$ cat src/rtl/fifo_ctrl_pkg.sv
// Shared definitions for the FIFO datapath controller: FSM encoding,
// reset thresholds and the destination field carried in each word.
package fifo_ctrl_pkg;

    typedef enum logic [2:0] {
        ST_RESET  = 3'd0,
        ST_INIT   = 3'd1,
        ST_IDLE   = 3'd2,
        ST_ACTIVE = 3'd3,
        ST_ERROR  = 3'd4
    } state_t;

    localparam int ALTO_RST = 6;
    localparam int BAJO_RST = 1;

    // Destination index lives in the DEST_W most significant bits of a word.
    localparam int DEST_W = 2;

    // Starting here makes port 0 the first winner after reset.
    localparam logic [1:0] PTR_RST = 2'd3;

    function automatic logic [1:0] onehot_to_idx(input logic [3:0] oh);
        logic [1:0] idx;
        idx = '0;
        for (int i = 0; i < 4; i++) begin
            if (oh[i]) idx = 2'(i);
        end
        return idx;
    endfunction

endpackage

$ cat src/rtl/fifo_arbiter_ctrl_rr_arbiter4.sv
// Four-way round-robin arbiter: grants the first eligible index after ptr,
// wrapping around, with ptr itself considered last.
module rr_arbiter4 (
    input  logic [3:0] eligible,
    input  logic [1:0] ptr,
    output logic [3:0] grant,
    output logic       valid
);

    always_comb begin
        // NOTE: every always_comb output gets a default first, otherwise paths
        // that skip an assignment would infer a latch.
        grant = '0;
        valid = |eligible;
        // Walk from farthest to nearest so the nearest eligible index wins.
        for (int k = 4; k >= 1; k--) begin
            logic [1:0] idx;
            idx = ptr + 2'(k);
            if (eligible[idx]) grant = 4'b0001 << idx;
        end
    end

endmodule

$ cat src/rtl/fifo_arbiter_ctrl.sv
// Controller between four input FIFOs and four output FIFOs: round-robin pops,
// routing by destination field, stall on backpressure, thresholds and overflow error.
module fifo_arbiter_ctrl
    import fifo_ctrl_pkg::*;
#(
    parameter int DATA_WIDTH = 10,
    parameter int THR_WIDTH  = 3
) (
    input  logic                    clk,
    input  logic                    reset,
    input  logic                    init,
    input  logic [THR_WIDTH-1:0]    umbral_alto_in,
    input  logic [THR_WIDTH-1:0]    umbral_bajo_in,
    input  logic [3:0]              in_empty,
    input  logic [4*DATA_WIDTH-1:0] in_data,
    output logic [3:0]              in_pop,
    input  logic [3:0]              out_full,
    input  logic [3:0]              out_almost_full,
    output logic [3:0]              out_push,
    output logic [DATA_WIDTH-1:0]   out_data,
    output logic [THR_WIDTH-1:0]    alto,
    output logic [THR_WIDTH-1:0]    bajo,
    output logic [2:0]              state,
    output logic                    idle,
    output logic                    error
);

    state_t                 state_q;
    logic                   idle_q;
    logic                   error_q;
    logic [THR_WIDTH-1:0]   alto_q, bajo_q;
    logic [THR_WIDTH-1:0]   alto_ok_q, bajo_ok_q;
    logic [3:0]             pop_q;
    logic [3:0]             hist1_q;
    logic [1:0]             ptr_q;
    logic [3:0]             push_q;
    logic [DATA_WIDTH-1:0]  data_q;

    logic                   stall;
    logic                   err_hit;
    logic                   pipe_busy;
    logic                   issue_en;
    logic                   thr_ok;
    logic [1:0]             ptr_eff;
    logic [3:0]             eligible;
    logic [3:0]             grant;
    logic                   grant_valid;
    logic [1:0]             s1_idx;
    logic [DATA_WIDTH-1:0]  slot_word;
    logic [DEST_W-1:0]      dest;

    assign stall     = (|out_almost_full) | (|out_full);
    // The pop decision is registered, but a stall appearing now still cancels it.
    assign in_pop    = pop_q & {4{~stall}};
    assign err_hit   = |(push_q & out_full);
    assign pipe_busy = (|pop_q) | (|hist1_q);
    assign thr_ok    = umbral_bajo_in < umbral_alto_in;

    // Pointer tracks the last pop that actually happened, including this cycle's.
    assign ptr_eff  = (|in_pop) ? onehot_to_idx(in_pop) : ptr_q;
    // Next-cycle pop must avoid ports popped this cycle and last cycle.
    assign eligible = ~in_empty & ~in_pop & ~hist1_q;
    assign issue_en = !stall && (state_q == ST_ACTIVE || (state_q == ST_IDLE && !init));

    rr_arbiter4 u_arb (
        .eligible (eligible),
        .ptr      (ptr_eff),
        .grant    (grant),
        .valid    (grant_valid)
    );

    assign s1_idx    = onehot_to_idx(hist1_q);
    assign slot_word = in_data[int'(s1_idx)*DATA_WIDTH +: DATA_WIDTH];
    assign dest      = slot_word[DATA_WIDTH-1 -: DEST_W];

    always_ff @(posedge clk) begin
        // NOTE: sequential state uses non-blocking assignments so every register
        // samples pre-edge values regardless of statement order.
        if (!reset) begin
            state_q   <= ST_RESET;
            idle_q    <= 1'b0;
            error_q   <= 1'b0;
            alto_q    <= THR_WIDTH'(ALTO_RST);
            bajo_q    <= THR_WIDTH'(BAJO_RST);
            alto_ok_q <= THR_WIDTH'(ALTO_RST);
            bajo_ok_q <= THR_WIDTH'(BAJO_RST);
            pop_q     <= '0;
            hist1_q   <= '0;
            ptr_q     <= PTR_RST;
            push_q    <= '0;
            data_q    <= '0;
        end else begin
            hist1_q <= in_pop;
            ptr_q   <= ptr_eff;
            pop_q   <= (issue_en && grant_valid) ? grant : '0;
            push_q  <= '0;
            if (|hist1_q) begin
                push_q <= 4'b0001 << dest;
                data_q <= slot_word;
            end

            case (state_q)
                ST_RESET: state_q <= ST_INIT;
                ST_INIT: begin
                    alto_q <= umbral_alto_in;
                    bajo_q <= umbral_bajo_in;
                    if (!init) begin
                        state_q <= ST_IDLE;
                        idle_q  <= 1'b1;
                        if (thr_ok) begin
                            alto_ok_q <= umbral_alto_in;
                            bajo_ok_q <= umbral_bajo_in;
                        end else begin
                            alto_q <= alto_ok_q;
                            bajo_q <= bajo_ok_q;
                        end
                    end
                end
                ST_IDLE: begin
                    if (init) begin
                        state_q <= ST_INIT;
                        idle_q  <= 1'b0;
                    end else if (in_empty != 4'hF && !stall) begin
                        state_q <= ST_ACTIVE;
                        idle_q  <= 1'b0;
                    end
                end
                ST_ACTIVE: begin
                    if (in_empty == 4'hF && !pipe_busy) begin
                        state_q <= ST_IDLE;
                        idle_q  <= 1'b1;
                    end
                end
                // No pops are issued here, so the pipeline stays empty until reset.
                ST_ERROR: state_q <= ST_ERROR;
                default:  state_q <= ST_RESET;
            endcase

            // Overflow drops the offending word and flushes everything in flight.
            if (err_hit) begin
                state_q <= ST_ERROR;
                idle_q  <= 1'b0;
                error_q <= 1'b1;
                pop_q   <= '0;
                hist1_q <= '0;
                push_q  <= '0;
            end
        end
    end

    assign out_push = push_q;
    assign out_data = data_q;
    assign alto     = alto_q;
    assign bajo     = bajo_q;
    assign state    = state_q;
    assign idle     = idle_q;
    assign error    = error_q;

endmodule

$ cat config.mk
export PLATFORM = sky130hd
export DESIGN_NAME = fifo_arbiter_ctrl
export DESIGN_NICKNAME = d
export VERILOG_FILES = /design/src/rtl/fifo_ctrl_pkg.sv /design/src/rtl/fifo_arbiter_ctrl_rr_arbiter4.sv /design/src/rtl/fifo_arbiter_ctrl.sv
export SDC_FILE = /design/constraint.sdc
export NUM_CORES = 1
export LEC_CHECK = 0
export BUFFER_PORTS_ARGS = -buffer_cell sky130_fd_sc_hd__clkbuf_2
export CORE_MARGIN = 5
export CORE_UTILIZATION = 54
export DETAILED_ROUTE_END_ITERATION = 16
export GPL_TIMING_DRIVEN = 0
export PLACE_DENSITY = 0.88
export SYNTH_ARGS = -nofsm -noshare
export SYNTH_HDL_FRONTEND = slang
export SYNTH_SLANG_ARGS = --single-unit
$ cat constraint.sdc
create_clock -name clk -period 11.9 [get_ports clk]
set_clock_uncertainty 0.2 [all_clocks]
set_input_delay 3.57 -clock clk [delete_from_list [all_inputs] [get_ports clk]]
set_output_delay 3.57 -clock clk [all_outputs]
set_load 0.05 [all_outputs]
### Word level (Yosys, flattened, before mapping)

Cells that the tools add are included.

| word-level totals | value |
|---|---|
| output and inout port bits | 29 |
| bits in registers | 41 |
| bits of input ports | 61 |

| cells by class | value |
|---|---|
| multipliers | 1 |
| shifts and indexed selects | 6 |
| $lt $le $gt $ge | 5 |
| reductions and logical operators | 25 |
| equal/unequal tests | 12 |
| $add $sub $neg | 3 |
| bitwise operators | 14 |
| mux-type cells | 34 |

Operators by type and width:

| kind | count |
|---|---|
| variable part select 40 x 7 -> 10 bit | 1 |
| OR reduction 4 bit | 7 |
| 2-to-1 mux 3 bit | 9 |
| << shifter 1 x 2 -> 4 bit (first input constant) | 5 |
| AND 4 bit | 4 |
| 2-to-1 mux 4 bit | 4 |
| one-hot mux 3 bit (5 select lines) | 1 |
| less-than comparator 2 x 3 -> 1 bit (second input constant) | 4 |
| inverter 4 bit | 3 |
| OR reduction 6 bit | 2 |
| 2-to-1 mux 1 bit | 10 |
| 2-to-1 mux 2 bit | 5 |
| binary-select mux 1 bit (select 2 bit) | 4 |
| equality test 3 x 2 -> 1 bit (second input constant) | 2 |
| inequality test 3 x 2 -> 1 bit (second input constant) | 2 |
| AND reduction 3 bit | 2 |
| logical AND 1 bit | 5 |
| multiplier 2 x 3 -> 5 bit (second input constant) | 1 |
| inverter 1 bit | 5 |
| OR reduction 5 bit | 1 |
| adder 2 bit (second input constant) | 2 |
| equality test 4 bit (second input constant) | 1 |
| inequality test 4 x 3 -> 1 bit (second input constant) | 1 |
| inequality test 4 bit (second input constant) | 1 |
| other kinds (15) | 18 |

### Depth between registers and ports, before layout

Gate-level depths: netlist of run 1.

| depth | value |
|---|---|
| depth after elaboration | 14 |
| mapped depth | 12 |
| mapped depth without buffers | 11 |

### Hierarchy

Synthesis of run 1 repeated with hierarchy kept, for this count alone.

| second synthesis, totals | value |
|---|---|
| cells, all modules | 270 |
| area total of the unflattened synthesis | 2397.3 µm² |

By module, submodules not included:

| module | cells each | instances | area each (µm²) | seq. area each (µm²) |
|---|---|---|---|---|
| fifo_arbiter_ctrl | 225 | 1 | 2021.9 | 820.8 |
| rr_arbiter4 | 45 | 1 | 375.4 | 0.0 |

### Worst setup path before layout of run 1

No wires, ideal clock.

| path | value |
|---|---|
| kind | input -> output |
| from | input out_almost_full[1] |
| to | output in_pop[3] |
| stages on the path | 2 |
| arrival | 4530 ps |
| buffers on the path | 0 |
| path slack | 3600 ps |
| path through | nor4_2 -> and3_1 |

| on the way | value |
|---|---|
| longest elaborated chain between the ends | 4 |

RTL lines:

| what | line | source |
|---|---|---|
| start, declared | fifo_arbiter_ctrl.sv:18 | `input logic [3:0] out_almost_full,` |
| OR reduction 4 bit | fifo_arbiter_ctrl.sv:52 | `assign stall = (\|out_almost_full) \| (\|out_full);` |
| OR 1 bit | fifo_arbiter_ctrl.sv:52 |  |
| inverter 1 bit | fifo_arbiter_ctrl.sv:54 | `assign in_pop = pop_q & {4{~stall}};` |
| AND 4 bit | fifo_arbiter_ctrl.sv:54 |  |
| end, declared | fifo_arbiter_ctrl.sv:16 | `output logic [3:0] in_pop,` |

Every way passes these cells.

### Final worst setup path of run 1

| path | value |
|---|---|
| from | input out_full[0] |
| to | output in_pop[3] |

| on the way | value |
|---|---|
| longest elaborated chain between the ends | 4 |

RTL lines:

| what | line | source |
|---|---|---|
| start, declared | fifo_arbiter_ctrl.sv:17 | `input logic [3:0] out_full,` |
| OR reduction 4 bit | fifo_arbiter_ctrl.sv:52 |  |
| OR 1 bit | fifo_arbiter_ctrl.sv:52 |  |
| inverter 1 bit | fifo_arbiter_ctrl.sv:54 |  |
| AND 4 bit | fifo_arbiter_ctrl.sv:54 |  |

Every way passes these cells.

==> summary.md, run 1 <==
| Metric | Value |
|---|---|
| Status | complete, no violations |
| Sum of buffers and inverters on the critical path | 2 |
| Hold path cells | 2 |
| Net Count, Synth | 378 |
| Max Freq | 115 MHz |
| FFs w/ async S/R, synth | 0% |
| # port buffers | 87 |
| CP Max Fanout | 7 |
| RR Endpoint | pop_q[0]$_SDFF_PP0_ |
| Most frequent cell on the critical path | clkbuf_2 |
| Final Slew Violations | 0 |
| Max-cap check violation count | 0 |
| RSZ-0062 raised after global routing | no |
| Critical Path Stages | 4 |
| CTS sink cnt | 41 |
| Total die area | 6100 um2 |
| Max Buffers Root-to-Sink | 2 |
| Final count of hold timing violations | 0 |
| Global-route wire length before repair | 11400 um |
| Initial antenna violation count | 0 |
| CTS resizes | 0 |
| Setup TNS Final | 0 ns |
| Via count | 2725 |
| IO Count | 90 |
| Synthesized area per cell | 8.11 um2 |
| Synth Warn # | 0 |
| Crit end category | primary output |
| DRC | 0 |
| Largest net degree at the start of global routing | 14 |
| Seq/Total Area, Yosys | 32.8% |
| Pwr Density | 99.2 nW/um2 |
| Netlist Area Pre-Place | 2500 um2 |
| Synth-to-layout area growth | 24.4% |
| Vias in the first global route | 2459 |
| HP Start | bajo_ok_q[0]$_SDFFE_PN1P_ |
| R2R setup slack | 8.09 ns |
| Dominant synthesized flop cell | dfxtp_1 |
| Wire length per cell | 15.8 um |
| Crit-path cells | clkbuf_2 -> nor4_2 -> and3_1 -> clkbuf_2 |
| H-tree depth | 2 |
| Most frequent cells in the layout | clkbuf_2 (87), nor2_1 (44), dfxtp_1 (41), nand2_1 (21), a21oi_1 (21) |
| Initial DRC Count | 474 |
| CP Launch Type | primary input |
| Flops & latches, synth | 41 |
| Critical Path Max Stage Delay | 0.65 ns |
| Initial core utilization | 56.7% |
| Share of cells above drive strength 1 | 28.5% |
| Pre-CTS setup slack | 3.26 ns |
| Gr usage total | 22.3% |
| CP max-delay cell | nor4_2 |
| EDFF count, synth | 0 |
| CTS Buf Count | 5 |
| Tmin final | 8.68 ns |
| Worst path required time | 8.13 ns |
| Reg clk slew, reported paths | 0.08 ns |
| CTS Root Cell | clkbuf_8 |
| Hold EP | bajo_ok_q[0]$_SDFFE_PN1P_ |
| Worst setup margin | 3.22 ns |
| R2r worst-path depth | 11 |
| CP Class | in -> out |
| Placer Congestion | 0.972 |
| P_leak | 1.37 nW |
| Total grt overflow | 0 |
| Setup Buffers After CTS | 0 |
| Max-slew headroom | 32.2% |
| Drt via density | 5.98 |
| Crit-path leading delay family | simple AND/OR/NAND/NOR gates |
| Worst r2r src | pop_q[2]$_SDFF_PP0_ |
| Max VDD drop | 0.0973 mV |
| Final ANT Viol Nets | 0 |
| 1st-pass router iterations | 7 |
| HPWL after DPL | 5740 um |
| Antenna cells | 0 |
| Worst EP arrival | 4.91 ns |
| Die H | 78.1 um |
| Period Utilization, post-route | 72.9% |
| Nets | 472 |
| Hold slack | 0.291 ns |
| Syn Inst Count | 309 |
| TritonCTS clock tree | done |
| DRT Wirelength | 7220 um |
| Actual slew at the worst max-slew pin | 1.01 ns |
| # rows | 24 |
| Post-route cell area | 3120 um2 |
| Post-DP Area | 3010 um2 |
| Cts hold-fix bufs | 0 |
| Die W | 78.1 um |
| Most common cell after layout, fill and taps aside | clkbuf_2 |
| Core ar. | 4410 um2 |
| Synth cell types | 55 |
| # setup viols final | 0 |
| Hold Crit Class | reg -> reg |
| Clock latency on the worst-skew pair | 0.30 ns |
==> worst min-delay path, cell delays in order, from the launching register on <==
cell and delay (ns):
dfxtp_1 0.34, mux2i_1 0.07, nand2_1 0.06
==> per-layer routing <==
metal	track usage (%)	up-vias	wire length (um)
li1	-	1331	-
met3	4.69	12	579
met1	30.2	1262	3050
met2	36.5	120	3500
met5	0	-	0
met4	4.90	0	86
==> power by group <==
group          internal [W]  switching, W  leakage, nW
combinational     0.0000200     0.0000327        0.985
clock             0.0000630     0.0000500       0.0554
sequential         0.000141    0.00000253        0.333
total              0.000224     0.0000852         1.37
==> stage by stage <==
stage,cells,utilization (%),power (W)
2_1_floorplan,309,-,0.000179
3_3_place_gp,448,68.1,0.000198
3_5_place_dp,448,68.1,0.000199
4_1_cts,456,70.6,0.000309
5_1_grt,456,70.6,0.000321
6_report,456,70.6,0.000309
==> cells in the mapped netlist, drive strengths merged (3+ instances only) <==
cell,instances,area [um2]
or2,4,25.0
inv,12,45.0
nor2,44,165
nor2b,5,31.3
and2,6,37.5
and3,6,37.5
nor3,8,51.3
o21ai,16,87.6
a221oi,4,35.0
nand2,21,78.8
nor4,7,56.3
a222oi,3,30.0
or4,4,37.5
buf,3,12.5
a2111oi,5,51.3
a22oi,5,37.5
o211ai,13,103
or3,5,31.3
dfxtp,41,821
o31ai,3,22.5
ha,8,100
clkbuf,14,52.6
a21oi,21,105
a211oi,5,37.5
mux2i,19,190
==> sequential cells by signal (all words and copies together) (netlist names) <==
signal,cells
alto,3
alto_ok_q,3
bajo,3
bajo_ok_q,3
error,1
hist1_q,4
idle,1
out_data,10
out_push,4
pop_q,4
ptr_q,2
state,3
==> logic make-up after synthesis <==
group,share of synthesized area [%]
adders and majority gates,4.40
and+or+nand+nor,25.3
DFF,32.8
buffers and inverters,4.74
muxes,8.64
AOI/OAI and AO/OA,24.2
==> layout make-up <==
type / count / area, um2
multi-input combinational: 237 / 1570
timing repair buffer: 87 / 435
clock inverter: 2 / 38.8
buffer: 17 / 65.1
clock buffer: 6 / 72.6
tap: 52 / 65.1
fill: 342 / 1300
inverter: 14 / 53.8
sequential: 41 / 821
==> worst max-delay path by stage <==
stage	from	to	slack, ns
3_3_place_gp	out_full[0]	in_pop[3]	3.29
2_1_floorplan	out_almost_full[1]	in_pop[3]	3.60
4_1_cts	out_almost_full[1]	in_pop[3]	3.25
3_5_place_dp	out_almost_full[1]	in_pop[3]	3.26
5_1_grt	out_full[0]	in_pop[3]	3.18
6_report	out_full[0]	in_pop[3]	3.22
No activity file was read; power rests on OpenSTA's default activity.
==> inputs of run 2 (changes only) <==
Settings changed: CORE_UTILIZATION 54 to 50, PLACE_DENSITY 0.88 to 0.82.
Clock period 11.9 ns to 8.03 ns, I/O delays scaled along.
==> summary.md, run 2 (synthesis results as in run 1) <==
| Metric | Value |
|---|---|
| Final count of hold timing violations | 0 (unchanged) |
| Setup TNS Final | 0 ns (unchanged) |
| Comb power frac | 17.1% (about the same) |
| Critical Path Max Stage Delay | 0.64 ns (about the same) |
| Wire length per cell | 15.3 um (-3.3%) |
| Via count | 2699 (-0.95%) |
| Initial antenna violation count | 0 (unchanged) |
| CP max-delay cell | nor4_2 |
| Most frequent cells in the layout | clkbuf_2 (87), nor2_1 (44), dfxtp_1 (41), nand2_1 (21), a21oi_1 (21) |
| DRT Wirelength | 7210 um (-0.12%) |
| Reg clk slew, reported paths | 0.08 ns (about the same) |
| Hold Crit Class | reg -> reg |
| Initial core utilization | 52.3% (-4.4 points) |
| Antenna cells | 0 (unchanged) |
| # port buffers | 87 (unchanged) |
| Sw Pwr | 0.000123 W (+45%) |
| 1st-pass router iterations | 6 (-1) |
| Global-route wire length before repair | 11500 um (+0.61%) |
| Crit-path cells | clkbuf_2 -> nor4_2 -> and3_1 -> clkbuf_2 |
| Gr usage total | 22.2% (-0.16 points) |
| Dpl cells | 463 (+3.3%) |
| Die H | 80.8 um (+3.4%) |
| Core ar. | 4790 um2 (+8.4%) |
| CTS resizes | 0 (unchanged) |
| Die W | 80.8 um (+3.4%) |
| Post-Layout Cell Count | 471 (+3.3%) |
| CTS sink cnt | 41 (unchanged) |
| Setup Buffers After CTS | 0 (unchanged) |
| # rows | 25 (+4.2%) |
| Power share of the clock group | 36.2% (-0.3 points) |
| Cts hold-fix bufs | 0 (unchanged) |
| Initial DRC Count | 245 (-48%) |
| Max-slew headroom | 42.7% (+11 points) |
| CTS Buf Count | 5 (unchanged) |
| Synth-to-layout area growth | 25.2% |
| Share of cells above drive strength 1 | 28.5% (unchanged) |
| Final ANT Viol Nets | 0 (unchanged) |
| Worst path required time | 5.42 ns (-2.71 ns) |
| Max Freq | 158 MHz |
| Clock latency on the worst-skew pair | 0.29 ns (about the same) |
| Tmin final | 6.32 ns |
| HPWL after DPL | 5680 um (-1.0%) |
| Sw Ratio | 27.1% (-0.45 points) |
| Crit end category | primary output |
| Most frequent cell on the critical path | clkbuf_2 |
| CTS Root Cell | clkbuf_8 |
| Period Utilization, post-route | 78.7% |
| CP Class | in -> out |
| Total die area | 6530 um2 (+7.0%) |
| Status | complete, no violations |
| Max VDD drop | 0.152 mV (+56%) |
| Largest net degree at the start of global routing | 14 (unchanged) |
| RSZ-0062 raised after global routing | no |
| H-tree depth | 2 (unchanged) |
| Internal power | 0.000332 W (+48%) |
| CP Launch Type | primary input |
| Worst EP arrival | 3.71 ns (-1.20 ns) |
| Pwr Density | 145 nW/um2 (+46%) |
| Max Buffers Root-to-Sink | 2 (unchanged) |
| P_leak | 1.37 nW (unchanged) |
| TritonCTS clock tree | done |
| Placer Congestion | 0.966 (-0.65%) |
| Most common cell after layout, fill and taps aside | clkbuf_2 |
| Nets | 472 (unchanged) |
| Max-cap check violation count | 0 (unchanged) |
| Drt via density | 5.73 (-4.1%) |
| Final Slew Violations | 0 (unchanged) |
| Actual slew at the worst max-slew pin | 0.853 ns (-0.155 ns) |
| Largest register FFs | 10 (unchanged) |
| Total grt overflow | 0 (unchanged) |
| Vias in the first global route | 2461 (+0.081%) |
| DRC | 0 (unchanged) |
| IO Count | 90 (unchanged) |
| CP Max Fanout | 7 (unchanged) |
| Sequential share of power | 46.7% (+0.3 points) |
| # setup viols final | 0 (unchanged) |
run 2: path summary, 6_finish.rpt:
check,from,end,slack (ns),depth (start not counted)
setup / recovery,out_almost_full[1],in_pop[3],1.71,4
setup reg to reg,pop_q[2]$_SDFF_PP0_,pop_q[0]$_SDFF_PP0_,4.41,11
hold / removal,error$_SDFFE_PN0P_,error$_SDFFE_PN0P_,0.28,2
hold reg to reg,error$_SDFFE_PN0P_,error$_SDFFE_PN0P_,0.28,2
run 2: area by class of cell:
type	instances	area, um2
well taps	67	83.8
inverters	14	53.8
flip-flops and latches	41	821
clock inverters	2	38.8
multi-input cells	237	1570
repair buffers	87	435
plain buffers	17	65.1
fillers	417	1650
clock buffers	6	72.6
run 2: power groups by stage:
stage	sequential, W	clock [W]	combinational, W
6_report	0.000213	0.000165	0.0000779
5_1_grt	0.000214	0.000182	0.0000855
4_1_cts	0.000213	0.000169	0.0000777
3_5_place_dp	0.000217	0	0.0000773
3_3_place_gp	0.000217	0	0.0000758
2_1_floorplan	0.000232	0	0.0000335
run 2: worst max-delay path, delay by kind of cell:
kind / cells / cell delay, ns
buffers and inverters: 2 / 0.39
and+or+nand+nor: 2 / 0.91
run 2: metrics by stage:
| step | setup WS (ns) | power, W | hold slack [ns] | instance area, um2 | utilization, % |
|---|---|---|---|---|---|
| global route | 1.66 | 0.000481 | 0.311 | 3140 | 65.5 |
| detailed placement | 1.72 | 0.000295 | 0.262 | 3020 | 63.2 |
| finish | 1.71 | 0.000455 | 0.283 | 3140 | 65.5 |
| CTS | 1.72 | 0.000460 | 0.289 | 3140 | 65.5 |
| global placement | 1.75 | 0.000293 | 0.255 | 3020 | 63.2 |
| floorplan | 2.05 | 0.000266 | 0.244 | 2500 | - |
run 2: metal layers:
metal | global-route usage [%] | up-vias | wire length (um) | share of wire [%]
met2 | 34.4 | 116 | 3430 | 48
met5 | 0 | - | 0 | 0
met3 | 5.76 | 9 | 518 | 7.2
li1 | - | 1327 | - | -
met4 | 6.25 | 0 | 70 | 0.97
met1 | 30.4 | 1247 | 3190 | 44
